==> config.mk <==
export PLATFORM = sky130hd
export DESIGN_NAME = cpu_run_ctrl
export DESIGN_NICKNAME = d
export VERILOG_FILES = /design/src/rtl/cpu_run_ctrl.sv
export SDC_FILE = /design/constraint.sdc
export NUM_CORES = 1
export LEC_CHECK = 0
export ABC_CLOCK_PERIOD_IN_PS = 3000
export CELL_PAD_IN_SITES_DETAIL_PLACEMENT = 1
export CELL_PAD_IN_SITES_GLOBAL_PLACEMENT = 2
export CORE_MARGIN = 10
export CORE_UTILIZATION = 31
export CTS_CLUSTER_SIZE = 16
export DETAILED_ROUTE_END_ITERATION = 7
export HOLD_SLACK_MARGIN = 0.02
export PLACE_DENSITY = 0.8
export SYNTH_ARGS = -nofsm -noshare
export SYNTH_HDL_FRONTEND = slang
export SYNTH_SLANG_ARGS = --single-unit
==> constraint.sdc <==
create_clock -name clk -period 3 [get_ports clk]
set_input_delay 0.45 -clock clk [delete_from_list [all_inputs] [get_ports clk]]
set_output_delay 0.45 -clock clk [all_outputs]
set_load 0.1 [all_outputs]
==> src/rtl/cpu_run_ctrl.sv <==
// Run-control sequencer for the single-cycle riscv_cpu: loads instruction memory from a byte
// stream while the core is held in reset, then gates the core through run/halt/step/breakpoint.
module cpu_run_ctrl #(
    parameter int unsigned IMEM_AW = 8
) (
    input  logic               clk,
    input  logic               reset,
    input  logic               rx_valid,
    input  logic [7:0]         rx_byte,
    input  logic               load_start,
    input  logic [IMEM_AW:0]   load_len,
    input  logic               run_req,
    input  logic               halt_req,
    input  logic               step_req,
    input  logic               bp_en,
    input  logic [31:0]        bp_addr,
    input  logic [31:0]        cpu_pc,
    output logic               cpu_reset,
    output logic               cpu_clk_en,
    output logic               imem_we,
    output logic [IMEM_AW-1:0] imem_waddr,
    output logic [31:0]        imem_wdata,
    output logic               load_done,
    output logic [2:0]         state,
    output logic [31:0]        instr_count
);

    typedef enum logic [2:0] {
        StIdle = 3'd0,
        StLoad = 3'd1,
        StHalt = 3'd2,
        StRun  = 3'd3,
        StStep = 3'd4
    } state_e;

    state_e             state_q, state_d;
    logic               cpu_reset_q, cpu_reset_d;
    logic               imem_we_q, imem_we_d;
    logic [IMEM_AW-1:0] waddr_q, waddr_d;
    logic [31:0]        wdata_q, wdata_d;
    logic               load_done_q, load_done_d;
    logic [31:0]        icnt_q, icnt_d;
    logic [1:0]         bc_q, bc_d;
    // Word count is one bit wider than the address so it can reach load_len; the address wraps.
    logic [IMEM_AW:0]   wc_q, wc_d;
    logic [IMEM_AW:0]   len_q, len_d;
    logic [31:0]        asm_q, asm_d;
    logic               first_q, first_d;
    logic               bp_hit;
    logic               enter_load;

    // The first RUN cycle ignores the breakpoint so a resume executes the breakpointed instruction.
    assign bp_hit     = bp_en && (cpu_pc == bp_addr) && !first_q;
    assign cpu_clk_en = ((state_q == StRun) && !bp_hit) || (state_q == StStep);
    assign enter_load = load_start &&
                        ((state_q == StIdle) || (state_q == StLoad) || (state_q == StHalt));

    always_comb begin
        state_d     = state_q;
        imem_we_d   = 1'b0;
        waddr_d     = waddr_q;
        wdata_d     = wdata_q;
        load_done_d = 1'b0;
        icnt_d      = icnt_q + 32'(cpu_clk_en);
        bc_d        = bc_q;
        wc_d        = wc_q;
        len_d       = len_q;
        asm_d       = asm_q;
        first_d     = 1'b0;

        if (enter_load) begin
            state_d = StLoad;
            bc_d    = 2'd0;
            wc_d    = '0;
            icnt_d  = 32'd0;
            len_d   = load_len;
            asm_d   = 32'd0;
        end else begin
            unique case (state_q)
                StIdle: ;
                StLoad: begin
                    if (wc_q == len_q) begin
                        state_d     = StHalt;
                        load_done_d = 1'b1;
                    end else if (rx_valid) begin
                        asm_d[{bc_q, 3'b000} +: 8] = rx_byte;
                        bc_d = bc_q + 2'd1;
                        if (bc_q == 2'd3) begin
                            imem_we_d = 1'b1;
                            waddr_d   = wc_q[IMEM_AW-1:0];
                            wdata_d   = asm_d;
                            wc_d      = wc_q + 1'b1;
                        end
                    end
                end
                StHalt: begin
                    if (run_req) begin
                        state_d = StRun;
                        first_d = 1'b1;
                    end else if (step_req) begin
                        state_d = StStep;
                    end
                end
                StRun: begin
                    if (bp_hit || halt_req) begin
                        state_d = StHalt;
                    end
                end
                StStep:  state_d = StHalt;
                default: state_d = StIdle;
            endcase
        end

        cpu_reset_d = (state_d == StIdle) || (state_d == StLoad);
    end

    always_ff @(posedge clk or negedge reset) begin
        if (!reset) begin
            state_q     <= StIdle;
            cpu_reset_q <= 1'b1;
            imem_we_q   <= 1'b0;
            waddr_q     <= '0;
            wdata_q     <= 32'd0;
            load_done_q <= 1'b0;
            icnt_q      <= 32'd0;
            bc_q        <= 2'd0;
            wc_q        <= '0;
            len_q       <= '0;
            asm_q       <= 32'd0;
            first_q     <= 1'b0;
        end else begin
            state_q     <= state_d;
            cpu_reset_q <= cpu_reset_d;
            imem_we_q   <= imem_we_d;
            waddr_q     <= waddr_d;
            wdata_q     <= wdata_d;
            load_done_q <= load_done_d;
            icnt_q      <= icnt_d;
            bc_q        <= bc_d;
            wc_q        <= wc_d;
            len_q       <= len_d;
            asm_q       <= asm_d;
            first_q     <= first_d;
        end
    end

    assign cpu_reset   = cpu_reset_q;
    assign imem_we     = imem_we_q;
    assign imem_waddr  = waddr_q;
    assign imem_wdata  = wdata_q;
    assign load_done   = load_done_q;
    assign state       = state_q;
    assign instr_count = icnt_q;

endmodule

# Yosys cells after proc, flatten, opt, wreduce, memory -nomap -nowiden
# Index checks and enable logic that the tools add are counted.
# totals
word_cells	80
output_inout_bits	79
regBits	131
# op_classes
addsub	4
eq_ne	9
n_reduce_logical	19
n_mux	32
shifts	2
bitwise	2
# op_table
op	n
$mux 32	5
$mux 9	5
$add 32x1->32	1
$bwmux 32	1
$eq 32x32->1	1
$shift 8x7->32 const A	1
$shiftx 8x7->32	1
$mux 3	5
$pmux 3 s5	1
$mux 1	11
$add 9x1->9 const B	1
$eq 9x9->1	1
$mux 2	4
$neg 5->7	1
$eq 3x1->1 const B	2
$eq 3x2->1 const B	2
$logic_not 3->1	2
$reduce_bool 2->1	3
$logic_or 1x1->1	5
$reduce_and 5->1	1
$logic_and 1x1->1	4
$reduce_and 4->1	1
$eq 3x3->1 const B	1
$reduce_and 3->1	1
5 further kinds	7

# Depth between registers and ports, before layout
# Gate-level depths: netlist of the first run.
# logic_depth
word_depth	9
depth_mapped	12

# Least setup slack after synthesis of the first run
# OpenSTA, ideal clock, no wires.
# synth_path
kind	flip-flop to flip-flop
start	reg state_q[1], in the netlist state[1]
end	reg icnt_q[31], in the netlist instr_count[31]
setup_slack_ns	-2.658
setup_ns	0.078
required_ns	2.922
path_buffers	1
t_arrival_ns	5.580
stages_incl_launch_ff	10
cell_sequence	dfrtp_1 -> nand2_1 -> o31ai_1 -> ha_1 -> and3_1 -> nand3_1 -> or4_1 -> buf_2 -> or3_1 -> a21oi_1
# synth_between
elab_chain_len	5
word_cells_on_any_way	12
# synth_lines
element	line_no	text
start, declared	36	state_e state_q, state_d;
start signal, assigned	119	state_q <= StIdle;
start signal, assigned	132	state_q <= state_d;
$eq 3x2->1	54	assign cpu_clk_en = ((state_q == StRun) && !bp_hit) || (state_q == StStep);
$logic_and 1x1->1	54	
$logic_or 1x1->1 (*)	54	
via cpu_clk_en	19	output logic cpu_clk_en,
$add 32x1->32 (*)	64	icnt_d = icnt_q + 32'(cpu_clk_en);
$mux 32 (*)	71	if (enter_load) begin
via icnt_d[31]	42	logic [31:0] icnt_q, icnt_d;
end signal, assigned	138	icnt_q <= icnt_d;
end, declared	42	
# Mark *: on every way through the listed nets, which the timed path passes. The rest lies on a longest branch.
# A chain may end at the register's enable or synchronous reset.

# Worst setup path after layout of the first run
# layout_path
start	in cpu_pc[27]
end	reg icnt_q[29], in the netlist instr_count[29]
# layout_between
elab_chain_len	8
# layout_lines
element	line_no	text
start, declared	17	input logic [31:0] cpu_pc,
$eq 32x32->1	53	assign bp_hit = bp_en && (cpu_pc == bp_addr) && !first_q;
$logic_and 1x1->1 (2 in series)	53	
$logic_not 1->1	54	
$logic_and 1x1->1	54	
$logic_or 1x1->1	54	
$add 32x1->32	64	
$mux 32	71	
via icnt_d[29]	42	
# The timed path passes the listed nets, and every way through them passes these cells.

==> results.sh, run 1 <==
export IMPL_grt_use_total=0.1636
export IMPL_grt_max_degree=74
export IMPL_start_kind="input port"
export IMPL_drt_pass1_iter_count=4
export IMPL_critPathRequiredTime_ns=3.35
export IMPL_critical_path_class="in2reg"
export IMPL_synth_cells=592
export IMPL_ys_top_cells_by_count="dfrtp_1 (130), nand2_1 (51), xor2_1 (45), a221oi_1 (33)"
export IMPL_max_cap_violations=0
export IMPL_setup_viol=0
export IMPL_crit_path_end_kind="flop"
export IMPL_gp_congestion=0.8510
export IMPL_finalWirelength_um=22250
export IMPL_p_leak_nw=4.277
export IMPL_chipWidth_um=163.5
export IMPL_drtAntennaViolNets=0
export IMPL_seq_area_frac_synth=0.5139
export IMPL_avgSynthCellArea_um2=10.78
export IMPL_worstRegToRegCells=8
export IMPL_post_route_util=0.4523
export IMPL_period_share=0.9715
export IMPL_grt_pass1_vias=5994
export IMPL_setup_tns_ns=0
export IMPL_initial_core_util=0.3154
export IMPL_numCtsBuffers=17
export IMPL_clkTransAtPathRegs_ns=0.06
export IMPL_clockRootBuffer="clkbuf_16"
export IMPL_power_density_nw_per_um2=908.1
export IMPL_slew_violations=0
export IMPL_synth_flop_cell="dfrtp_1"
export IMPL_critPathMaxFanout=6
export IMPL_holdCritPathClass="in2async"
export IMPL_io_buffers=167
export IMPL_overflow=0
export IMPL_die_area_um2=26720
export IMPL_slew_headroom=0.6077
export IMPL_cts_path_max_buffers=2
export IMPL_yosysMostFrequentCell="dfrtp_1"
export IMPL_yosysTopAreaCellShare=0.5098
export IMPL_async_flop_share=1.000
export IMPL_setup_slack_ns=0.08543
export IMPL_hold_viol_final=0
export IMPL_cp_data_arrival_time_ns=3.26
export IMPL_hpwl_um=16110
export IMPL_synth_distinct_cells=47
export IMPL_ctsHtreeMaxLevel=4
export IMPL_vias_per_cell=5.331
export IMPL_irDropWorstVdd_mv=0.8445
export IMPL_drive_gt1_frac=0.2353
export IMPL_synth_edf_count=0
export IMPL_grt_pass1_wl_um=34600
export IMPL_wl_per_cell_um=21.15
export IMPL_yosysWarnings=0
export IMPL_num_antenna_cells=0
export IMPL_min_period_ns=2.915
export IMPL_yosys_area_top_type="dfrtp_1"
export IMPL_areaGrowthSynthToFinish_pct=43.43
export IMPL_tightest_slew_ns=0.5877
export IMPL_syn_num_nets=690
export IMPL_syn_area_um2=6381
export IMPL_fin_worst_skew_ns=0.01110
export IMPL_drtIter0Drc=424
export IMPL_p_total_mw=8.311
export IMPL_io_pins=168
export IMPL_ys_ff_latch=131
export IMPL_fin_area_um2=9153
export IMPL_synth_area_top_cells="dfrtp_1 (51%), xor2_1 (6.2%), a32o_1 (5.0%), a221oi_1 (4.5%), a2bb2oi_1 (4.4%)"
export IMPL_status="complete, no violations"
export IMPL_place_ws_ns=-0.3562
export IMPL_antenna_found_initial=0
export IMPL_drc=0
export IMPL_vias=5608
export IMPL_layout_nets=868
export IMPL_postPlaceCellArea_um2=8388
export IMPL_fmaxAchievable_ghz=0.3431
export IMPL_fillers=2201
export IMPL_clk_latency_ns=0.42
export IMPL_core_area_um2=20230
export IMPL_die_y_um=163.5
export IMPL_rows=52
export IMPL_cts_tree="built"
export IMPL_cts_sinks=131
-- placed cells by master, fill, tap and decap left out, types with 9 or more instances in the layout --
cell,instances
xnor2_1,18
a32o_1,32
inv_1,9
nand3_1,22
clkdlybuf4s50_1,51
nor2_1,28
buf_4,105
a221oi_1,33
a2bb2oi_1,32
and2_1,11
xor2_1,38
nand4_1,12
dlymetal6s2s_1,36
dfrtp_1,127
nor4_2,9
clkbuf_16,17
nand2_1,51
a21oi_1,16
-- power by group --
group          total (mW)  internal [mW]  switching [mW]
clock                2.02           1.23           0.785
combinational        3.90          0.990            2.91
sequential           2.39           2.12           0.267
-- metrics by stage --
stage	hold WS (ns)	instances
2_1_floorplan	0.1544	592
3_3_place_gp	0.3497	1021
3_5_place_dp	0.3494	1021
4_1_cts	0.4602	1053
5_1_grt	0.4867	1052
6_report	0.4628	1052
-- critical path: stages --
cell             delay, ns
clkdlybuf4s50_1       0.47
xor2_1                0.23
nor4_2                0.09
nand4_1               0.15
nor3_4                0.07
o31ai_4               0.19
ha_2                  0.23
and3_4                0.20
nand3_4               0.07
or4_4                 0.60
or3_4                 0.39
a21oi_2               0.11
-- layout make-up --
class	instances	area (um^2)	share of cell area
Sequential cell	131	3291	0.3595
Clock buffer	21	450.4	0.04921
Tap cell	270	337.8	0.03691
Inverter	11	41.29	0.004511
Multi-Input combinational cell	414	3123	0.3412
Timing Repair Buffer	195	1799	0.1966
Clock inverter	10	110.1	0.01203
-- flip-flops by register name, indices dropped and copies added, names as in the netlist --
| name | flops |
|---|---|
| first_q | 1 |
| bc_q | 2 |
| wc_q | 9 |
| imem_waddr | 8 |
| imem_wdata | 32 |
| load_done | 1 |
| cpu_reset | 1 |
| imem_we | 1 |
| len_q | 9 |
| asm_q | 32 |
| state | 3 |
| instr_count | 32 |
-- final timing paths --
kind                                      startpoint                         to  slack, ns
worst max-delay path                      cpu_pc[27]  instr_count[29]$_DFF_PN0_       0.09
worst max register to register    state[0]$_DFF_PN0_  instr_count[29]$_DFF_PN0_       0.43
min in group clk                len_q[4]$_DFFE_PN0P_       len_q[4]$_DFFE_PN0P_       0.50
worst min-delay path                           reset  instr_count[14]$_DFF_PN0_       0.46
worst min register to register  len_q[4]$_DFFE_PN0P_       len_q[4]$_DFFE_PN0P_       0.50
max in group asynchronous                      reset         state[1]$_DFF_PN0_       1.69
-- repair_timing --
| item | in CTS | in global routing |
|---|---|---|
| setup endpoints to repair | 0 | 13 |
| setup buffers | 0 | 0 |
| hold buffers | 1 | 0 |
| endpoints found under the hold margin | 17 | 0 |
| resized for setup | 0 | 54 |
-- routing by layer --
layer | GRT usage | vias to the layer above | wire (um)
li1 | - | 2586 | -
met1 | 0.2068 | 2866 | 9690
met2 | 0.2750 | 138 | 11190
met3 | 0.03473 | 18 | 1083
met4 | 0.04793 | 0 | 283
met5 | 0 | - | 0
-- logic make-up (layout without fill, tap and decap cells) --
family	after synthesis	after routing	synth area share
AO/OA/AOI/OAI	139	139	0.1780
flip-flops	131	131	0.5139
multiplexers	10	10	0.01726
adder cells (fa/ha/maj)	9	9	0.01765
XOR/XNOR	63	63	0.08647
buffers and inverters	47	237	0.02804
AND/OR/NAND/NOR	193	193	0.1586
(Power assumes the default switching activity.)
==> run 2: changes to the inputs <==
==> config.mk (replaced) <==
export PLATFORM = sky130hd
export DESIGN_NAME = cpu_run_ctrl
export DESIGN_NICKNAME = d
export VERILOG_FILES = /design/src/rtl/cpu_run_ctrl.sv
export SDC_FILE = /design/constraint.sdc
export NUM_CORES = 1
export LEC_CHECK = 0
export ABC_AREA = 1
export ABC_CLOCK_PERIOD_IN_PS = 3000
export CELL_PAD_IN_SITES_DETAIL_PLACEMENT = 1
export CELL_PAD_IN_SITES_GLOBAL_PLACEMENT = 2
export CORE_MARGIN = 10
export CORE_UTILIZATION = 28
export CTS_CLUSTER_SIZE = 16
export DETAILED_ROUTE_END_ITERATION = 7
export PLACE_DENSITY = 0.78
export SYNTH_ARGS = -nofsm -noshare
export SYNTH_HDL_FRONTEND = slang
export SYNTH_SLANG_ARGS = --single-unit
==> run 2 against run 1 <==
Global-route usage decreased by 1.3 points. Sequential share of layout area decreased by 1.4 points. Via count increased by 14%. Clock skew increased by 0.0044 ns. Area after synthesis increased by 10%. Non-clock buffer count decreased by 14. Die area increased by 19%. Cell count increased by 33%. Sequential power decreased by 23%. Wire length increased by 5.6%. Critical endpoint is now instr_count[30]$_DFF_PN0_. Largest cell class unchanged.
==> results.sh, run 2 <==
export IMPL_status="complete, no violations"
export IMPL_syn_num_nets=992
export IMPL_critical_path_top_delay_family="simple AND/OR/NAND/NOR gates"
export IMPL_drive_gt1_frac=0.1566
export IMPL_holdCritPathClass="reg2reg"
export IMPL_rsz0062_at_grt="no"
export IMPL_critical_path_buf_inv_count=3
export IMPL_tightest_slew_ns=0.7305
export IMPL_start_kind="input port"
export IMPL_cts_path_max_buffers=2
export IMPL_hpwl_um=17950
export IMPL_vias_per_cell=4.556
export IMPL_drtAntennaViolNets=0
export IMPL_irDropWorstVdd_mv=0.2722
export IMPL_p_total_mw=4.628
export IMPL_yosysWarnings=0
export IMPL_wl_per_cell_um=16.75
export IMPL_slew_violations=0
export IMPL_drc=0
export IMPL_initial_core_util=0.2863
export IMPL_layout_cells_non_filler=1403
export IMPL_slew_headroom=0.5113
export IMPL_hold_viol_final=0
export IMPL_p_sw_frac=0.3154
export IMPL_min_period_ns=2.656
export IMPL_grt_max_degree=58
export IMPL_ys_ff_latch=131
export IMPL_ys_top_cells_by_count="nand2_1 (206), dfrtp_1 (130), inv_1 (116), nor2_1 (98), nand3_1 (60)"
export IMPL_cts_setup_buffers=0
export IMPL_chipWidth_um=178.4
export IMPL_critPathMaxFanout=3
export IMPL_gp_congestion=0.8013
export IMPL_rrSetupSlack_ns=0.62
export IMPL_p_int_mw=3.168
export IMPL_cp_data_arrival_time_ns=2.94
export IMPL_max_cap_violations=0
export IMPL_cts_tree="built"
export IMPL_rr_endpoint="instr_count[23]$_DFF_PN0_"
export IMPL_io_pins=168
export IMPL_cpPeakStageDelay_ns=0.49
export IMPL_rows=57
export IMPL_drtIter0Drc=349
export IMPL_fin_worst_skew_ns=0.01547
export IMPL_num_antenna_cells=0
export IMPL_clock_power_share=0.448
export IMPL_numCtsBuffers=17
export IMPL_overflow=0
export IMPL_antenna_found_initial=1
export IMPL_cts_sinks=131
export IMPL_p_leak_nw=4.391
export IMPL_synth_flop_cell="dfrtp_1"
export IMPL_switchingPower_mw=1.460
export IMPL_die_y_um=178.4
export IMPL_setup_viol=0
export IMPL_p_comb_frac=0.153
export IMPL_avgSynthCellArea_um2=7.857
export IMPL_yosysMostFrequentCell="nand2_1"
export IMPL_core_area_um2=24530
export IMPL_critPathRequiredTime_ns=3.29
export IMPL_die_area_um2=31820
export IMPL_crit_path_end_kind="flop"
export IMPL_min_delay_start="imem_wdata[8]$_DFFE_PN0P_"
export IMPL_period_share=0.8852
export IMPL_drt_pass1_iter_count=4
export IMPL_syn_area_um2=7024
export IMPL_worstRegToRegCells=12
export IMPL_seqPwrFrac=0.399
export IMPL_power_density_nw_per_um2=486.9
export IMPL_grt_pass1_vias=6851
export IMPL_grt_pass1_wl_um=38040
export IMPL_clkTransAtPathRegs_ns=0.07
export IMPL_placed_cells=1370
export IMPL_finalWirelength_um=23500
export IMPL_io_buffers=167
export IMPL_yosysTopAreaCellShare=0.4631
export IMPL_final_common_cell="nand2_1"
export IMPL_cp_slowest_cell="clkdlybuf4s50_1"
export IMPL_areaGrowthSynthToFinish_pct=35.30
export IMPL_setup_tns_ns=0
export IMPL_critical_path_class="in2reg"
export IMPL_synth_edf_count=0
export IMPL_yosys_area_top_type="dfrtp_1"
export IMPL_crit_chain="clkdlybuf4s50_1, inv_1, nand2_1, nand2_1, nor2_1, nand2_1, nor2_1, nand2_1, nor2_1, nand2_1, nand2_1, nand2_2, ha_1, ha_1, buf_4, nand2_1, nor2_1, nand3_1, xor2_1, nor2_1"
export IMPL_clk_latency_ns=0.42
export IMPL_hold_path_cell_count=2
export IMPL_r2r_start="state[1]$_DFF_PN0_"
export IMPL_synth_distinct_cells=39
export IMPL_synth_cells=894
export IMPL_ctsHtreeMaxLevel=4
export IMPL_whs_ns=0.4845
export IMPL_clockRootBuffer="clkbuf_16"
export IMPL_synth_area_top_cells="dfrtp_1 (46%), nand2_1 (11%), inv_1 (6.2%), nor2_1 (5.2%), nand3_1 (4.3%)"
export IMPL_vias=6392
export IMPL_path_common_cell="nand2_1"
export IMPL_layout_nets=1164
export IMPL_holdPathEnd="imem_wdata[8]$_DFFE_PN0P_"
export IMPL_seq_area_frac_synth=0.4669
export IMPL_layout_common_cells="nand2_1 (205), dfrtp_1 (127), inv_1 (116)"
export IMPL_async_flop_share=1.000
export IMPL_fmaxAchievable_ghz=0.3765
export IMPL_post_route_util=0.3874
export IMPL_grt_use_total=0.1509
## run 2: cell count changes in the layout (fill, tap and decap cells not counted), sizes merged, moves of 17 or more
cell and change:
a221oi -33, a2bb2oi -32, a32o -32, clkdlybuf4s50 +36
dlymetal6s2s -36, inv +118, nand2 +167, nand3 +41
nor2 +71, nor3 +17, o21ai +72, xor2 -35
## run 2: worst max path at each step
| stage | cells after the start | endpoint | start |
|---|---|---|---|
| floorplan | 13 | instr_count[20]$_DFF_PN0_ | state[1]$_DFF_PN0_ |
| global placement | 20 | instr_count[30]$_DFF_PN0_ | cpu_pc[30] |
| detailed placement | 20 | instr_count[30]$_DFF_PN0_ | bp_addr[30] |
| CTS | 20 | instr_count[30]$_DFF_PN0_ | bp_addr[30] |
| global route | 20 | instr_count[20]$_DFF_PN0_ | cpu_pc[31] |
| finish | 20 | instr_count[30]$_DFF_PN0_ | bp_addr[30] |
## run 2: timing repair
item                                   4_1_cts  5_1_grt
resized for setup                            0        1
setup endpoints to repair                    0        1
endpoints found under the hold margin       13        0
hold buffers                                 1        0
## run 2: kinds of logic after synthesis
logic type	share of synthesized area
AOI/OAI and AO/OA	0.1124
xor gates and xnor gates	0.04346
adders and majority gates	0.01603
buffers and inverters	0.08497
DFF	0.4669
and+or+nand+nor	0.2763
## run 2: tightest hold or removal path: cells and delay by family (launching register included)
kind / cells / cell delay [ns]
flip-flops: 1 / 0.34
AND/OR/NAND/NOR: 1 / 0.05
AO/OA/AOI/OAI: 1 / 0.06
## run 2: power by group through the flow
| stage | combinational (mW) | sequential, mW | clock, mW |
|---|---|---|---|
| after floorplan | 0.290 | 2.00 | 0 |
| after detailed placement | 0.718 | 1.88 | 0 |
| final | 0.709 | 1.84 | 2.07 |
| after CTS | 0.723 | 1.84 | 2.13 |
| after global placement | 0.714 | 1.88 | 0 |
| after global routing | 0.783 | 1.85 | 2.21 |
## run 2: metal layers
layer,vias to the layer above,global-route usage,part of all wire
met5,-,0,0.00047
met4,2,0.03961,0.0095
met3,13,0.03298,0.043
met2,108,0.2587,0.50
met1,3034,0.1873,0.45
li1,3235,-,-
## run 2: final cells by class
type                            instances  area, um^2
Multi-Input combinational cell        615        3157
Clock buffer                           17       425.4
Fill cell                            2959       15030
Tap cell                              324       405.4
Timing Repair Buffer                  181        1620
Sequential cell                       131        3283
Inverter                              120       450.4
Clock inverter                         15       162.7
## run 2: through the flow
stage / worst slack [ns] / area [um^2]
floorplan: 0.009360 / 7030
global placement: -0.06803 / 8900
detailed placement: -0.1515 / 8900
CTS: 0.2947 / 9498
global route: 0.05442 / 9504
finish: 0.3443 / 9504
==> run 3: changes to the inputs <==
==> config.mk (replaced) <==
export PLATFORM = sky130hd
export DESIGN_NAME = cpu_run_ctrl
export DESIGN_NICKNAME = d
export VERILOG_FILES = /design/src/rtl/cpu_run_ctrl.sv
export SDC_FILE = /design/constraint.sdc
export NUM_CORES = 1
export LEC_CHECK = 0
export ABC_CLOCK_PERIOD_IN_PS = 3000
export CELL_PAD_IN_SITES_DETAIL_PLACEMENT = 1
export CELL_PAD_IN_SITES_GLOBAL_PLACEMENT = 2
export CORE_MARGIN = 10
export CORE_UTILIZATION = 31
export CTS_CLUSTER_SIZE = 16
export DETAILED_ROUTE_END_ITERATION = 7
export PLACE_DENSITY = 0.8
export SETUP_SLACK_MARGIN = 0.5
export SYNTH_ARGS = -nofsm -noshare
export SYNTH_HDL_FRONTEND = slang
export SYNTH_SLANG_ARGS = --single-unit
==> run 3 against run 2 <==
Register-to-register slack worse by 0.20 ns. Clock skew fell by 0.0061 ns. Critical path type unchanged. Wire length is 3.1% lower. Cell count down 24%. Combinational power grew to 5.5 times the previous value. Worst setup slack improved by 0.069 ns. Sequential share of layout area increased by 1.7 points. Highest routed layer is now met4.
==> results.sh, run 3 (synthesis results as in run 1) <==
export IMPL_ctsHtreeMaxLevel=4
export IMPL_rr_endpoint="instr_count[16]$_DFF_PN0_"
export IMPL_grt_pass1_wl_um=35560
export IMPL_holdCritPathClass="in2async"
export IMPL_antenna_found_initial=0
export IMPL_io_pins=168
export IMPL_placed_cells=1020
export IMPL_fin_area_um2=9079
export IMPL_rsz0062_at_grt="yes"
export IMPL_grt_use_total=0.1663
export IMPL_overflow=0
export IMPL_p_leak_nw=4.113
export IMPL_layout_cells_non_filler=1061
export IMPL_drtAntennaViolNets=0
export IMPL_initial_core_util=0.3154
export IMPL_status="complete, no violations"
export IMPL_setup_tns_ns=0
export IMPL_layout_nets=876
export IMPL_final_common_cell="dfrtp_1"
export IMPL_cts_path_max_buffers=2
export IMPL_fmaxAchievable_ghz=0.3867
export IMPL_critPathRequiredTime_ns=3.30
export IMPL_vias_per_cell=5.371
export IMPL_io_buffers=167
export IMPL_vias=5699
export IMPL_max_cap_violations=0
export IMPL_p_total_mw=8.636
export IMPL_wl_per_cell_um=21.45
export IMPL_cp_data_arrival_time_ns=2.88
export IMPL_irDropWorstVdd_mv=0.9375
export IMPL_critical_path_class="in2reg"
export IMPL_grt_max_degree=57
export IMPL_rrSetupSlack_ns=0.42
export IMPL_drtIter0Drc=340
export IMPL_die_y_um=163.5
export IMPL_drt_pass1_iter_count=5
export IMPL_drive_gt1_frac=0.3363
export IMPL_start_kind="input port"
export IMPL_min_period_ns=2.586
export IMPL_areaGrowthSynthToFinish_pct=42.27
export IMPL_hold_viol_final=0
export IMPL_rows=52
export IMPL_hpwl_um=16220
export IMPL_numCtsBuffers=17
export IMPL_layout_common_cells="dfrtp_1 (127), buf_4 (111), nand2_1 (50)"
export IMPL_clockRootBuffer="clkbuf_16"
export IMPL_core_area_um2=20230
export IMPL_gp_congestion=0.8305
export IMPL_whs_ns=0.05459
export IMPL_grt_pass1_vias=6247
export IMPL_clk_latency_ns=0.42
export IMPL_r2r_start="state[1]$_DFF_PN0_"
export IMPL_finalWirelength_um=22760
export IMPL_slew_violations=0
export IMPL_fin_worst_skew_ns=0.009344
export IMPL_die_area_um2=26720
export IMPL_crit_path_end_kind="flop"
export IMPL_num_antenna_cells=0
export IMPL_chipWidth_um=163.5
export IMPL_worstRegToRegCells=11
export IMPL_tightest_slew_ns=0.6755
export IMPL_drc=0
export IMPL_slew_headroom=0.5496
export IMPL_cts_sinks=131
export IMPL_clkTransAtPathRegs_ns=0.06
export IMPL_setup_viol=0
export IMPL_period_share=0.8621
export IMPL_critPathMaxFanout=3
export IMPL_power_density_nw_per_um2=951.2
export IMPL_cts_tree="built"
export IMPL_fillers=2237
export IMPL_postPlaceCellArea_um2=8393
[run 3: cell count changes in the layout (fill, tap and decap cells not counted), sizes merged, moves of 35 or more]
cell / previous run / this run
clkdlybuf4s50: 87 / 22
nand3: 65 / 24
nor2: 100 / 29
buf: 93 / 171
xor2: 10 / 45
nand2: 218 / 51
o21ai: 84 / 12
inv: 127 / 10
[run 3: cell type report]
cell class	count	area [um^2]	area share
clock buffers	19	452.9	0.04989
clock inverters	13	205.2	0.02260
inverters	11	41.29	0.004548
multi-input cells	414	3226	0.3553
flip-flops and latches	131	3291	0.3625
well taps	270	337.8	0.03721
repair buffers	203	1525	0.1680
[run 3: per-stage QoR]
step / setup slack (ns) / utilization
floorplan: -0.5367 / -
global placement: -0.3733 / 0.4148
detailed placement: -0.4663 / 0.4148
CTS: 0.4006 / 0.4384
global route: 0.2570 / 0.4487
finish: 0.4137 / 0.4487
[run 3: worst max-delay path by stage]
stage / end / cells after the start / startpoint
after global routing: instr_count[16]$_DFF_PN0_ / 16 / cpu_pc[6]
after detailed placement: instr_count[30]$_DFF_PN0_ / 15 / bp_addr[9]
after global placement: instr_count[26]$_DFF_PN0_ / 15 / bp_addr[9]
final: instr_count[16]$_DFF_PN0_ / 15 / bp_en
after CTS: instr_count[25]$_DFF_PN0_ / 11 / first_q$_DFF_PN0_
after floorplan: instr_count[31]$_DFF_PN0_ / 9 / state[2]$_DFF_PN0_
[run 3: power by group]
part           internal (mW)  switching, mW  total [mW]
sequential              2.12          0.271        2.39
combinational          0.989           2.93        3.92
clock                   1.52          0.811        2.33
[run 3: timing repair]
| item | 4_1_cts | 5_1_grt |
|---|---|---|
| pin swaps | 56 | 39 |
| hold buffers | 0 | 0 |
| setup buffers | 4 | 5 |
| resized for setup | 226 | 31 |
| endpoints found under the setup margin | 30 | 86 |
[run 3: worst max-delay path: stages]
cell           delay (ns)
dlygate4sd2_1        0.22
nor3b_2              0.14
nand4_1              0.12
nor3_2               0.06
buf_4                0.14
o31ai_4              0.18
ha_2                 0.23
buf_6                0.11
ha_4                 0.13
nand4_1              0.19
buf_4                0.21
nor4_4               0.31
nand4_1              0.15
xor2_1               0.15
nor2_1               0.06
[run 3: per-layer routing]
metal	up-vias	GRT usage	part of all wire
met1	2919	0.2069	0.42
met4	0	0.03574	0.012
li1	2595	-	-
met3	22	0.04354	0.055
met2	163	0.2833	0.51
met5	-	0	0
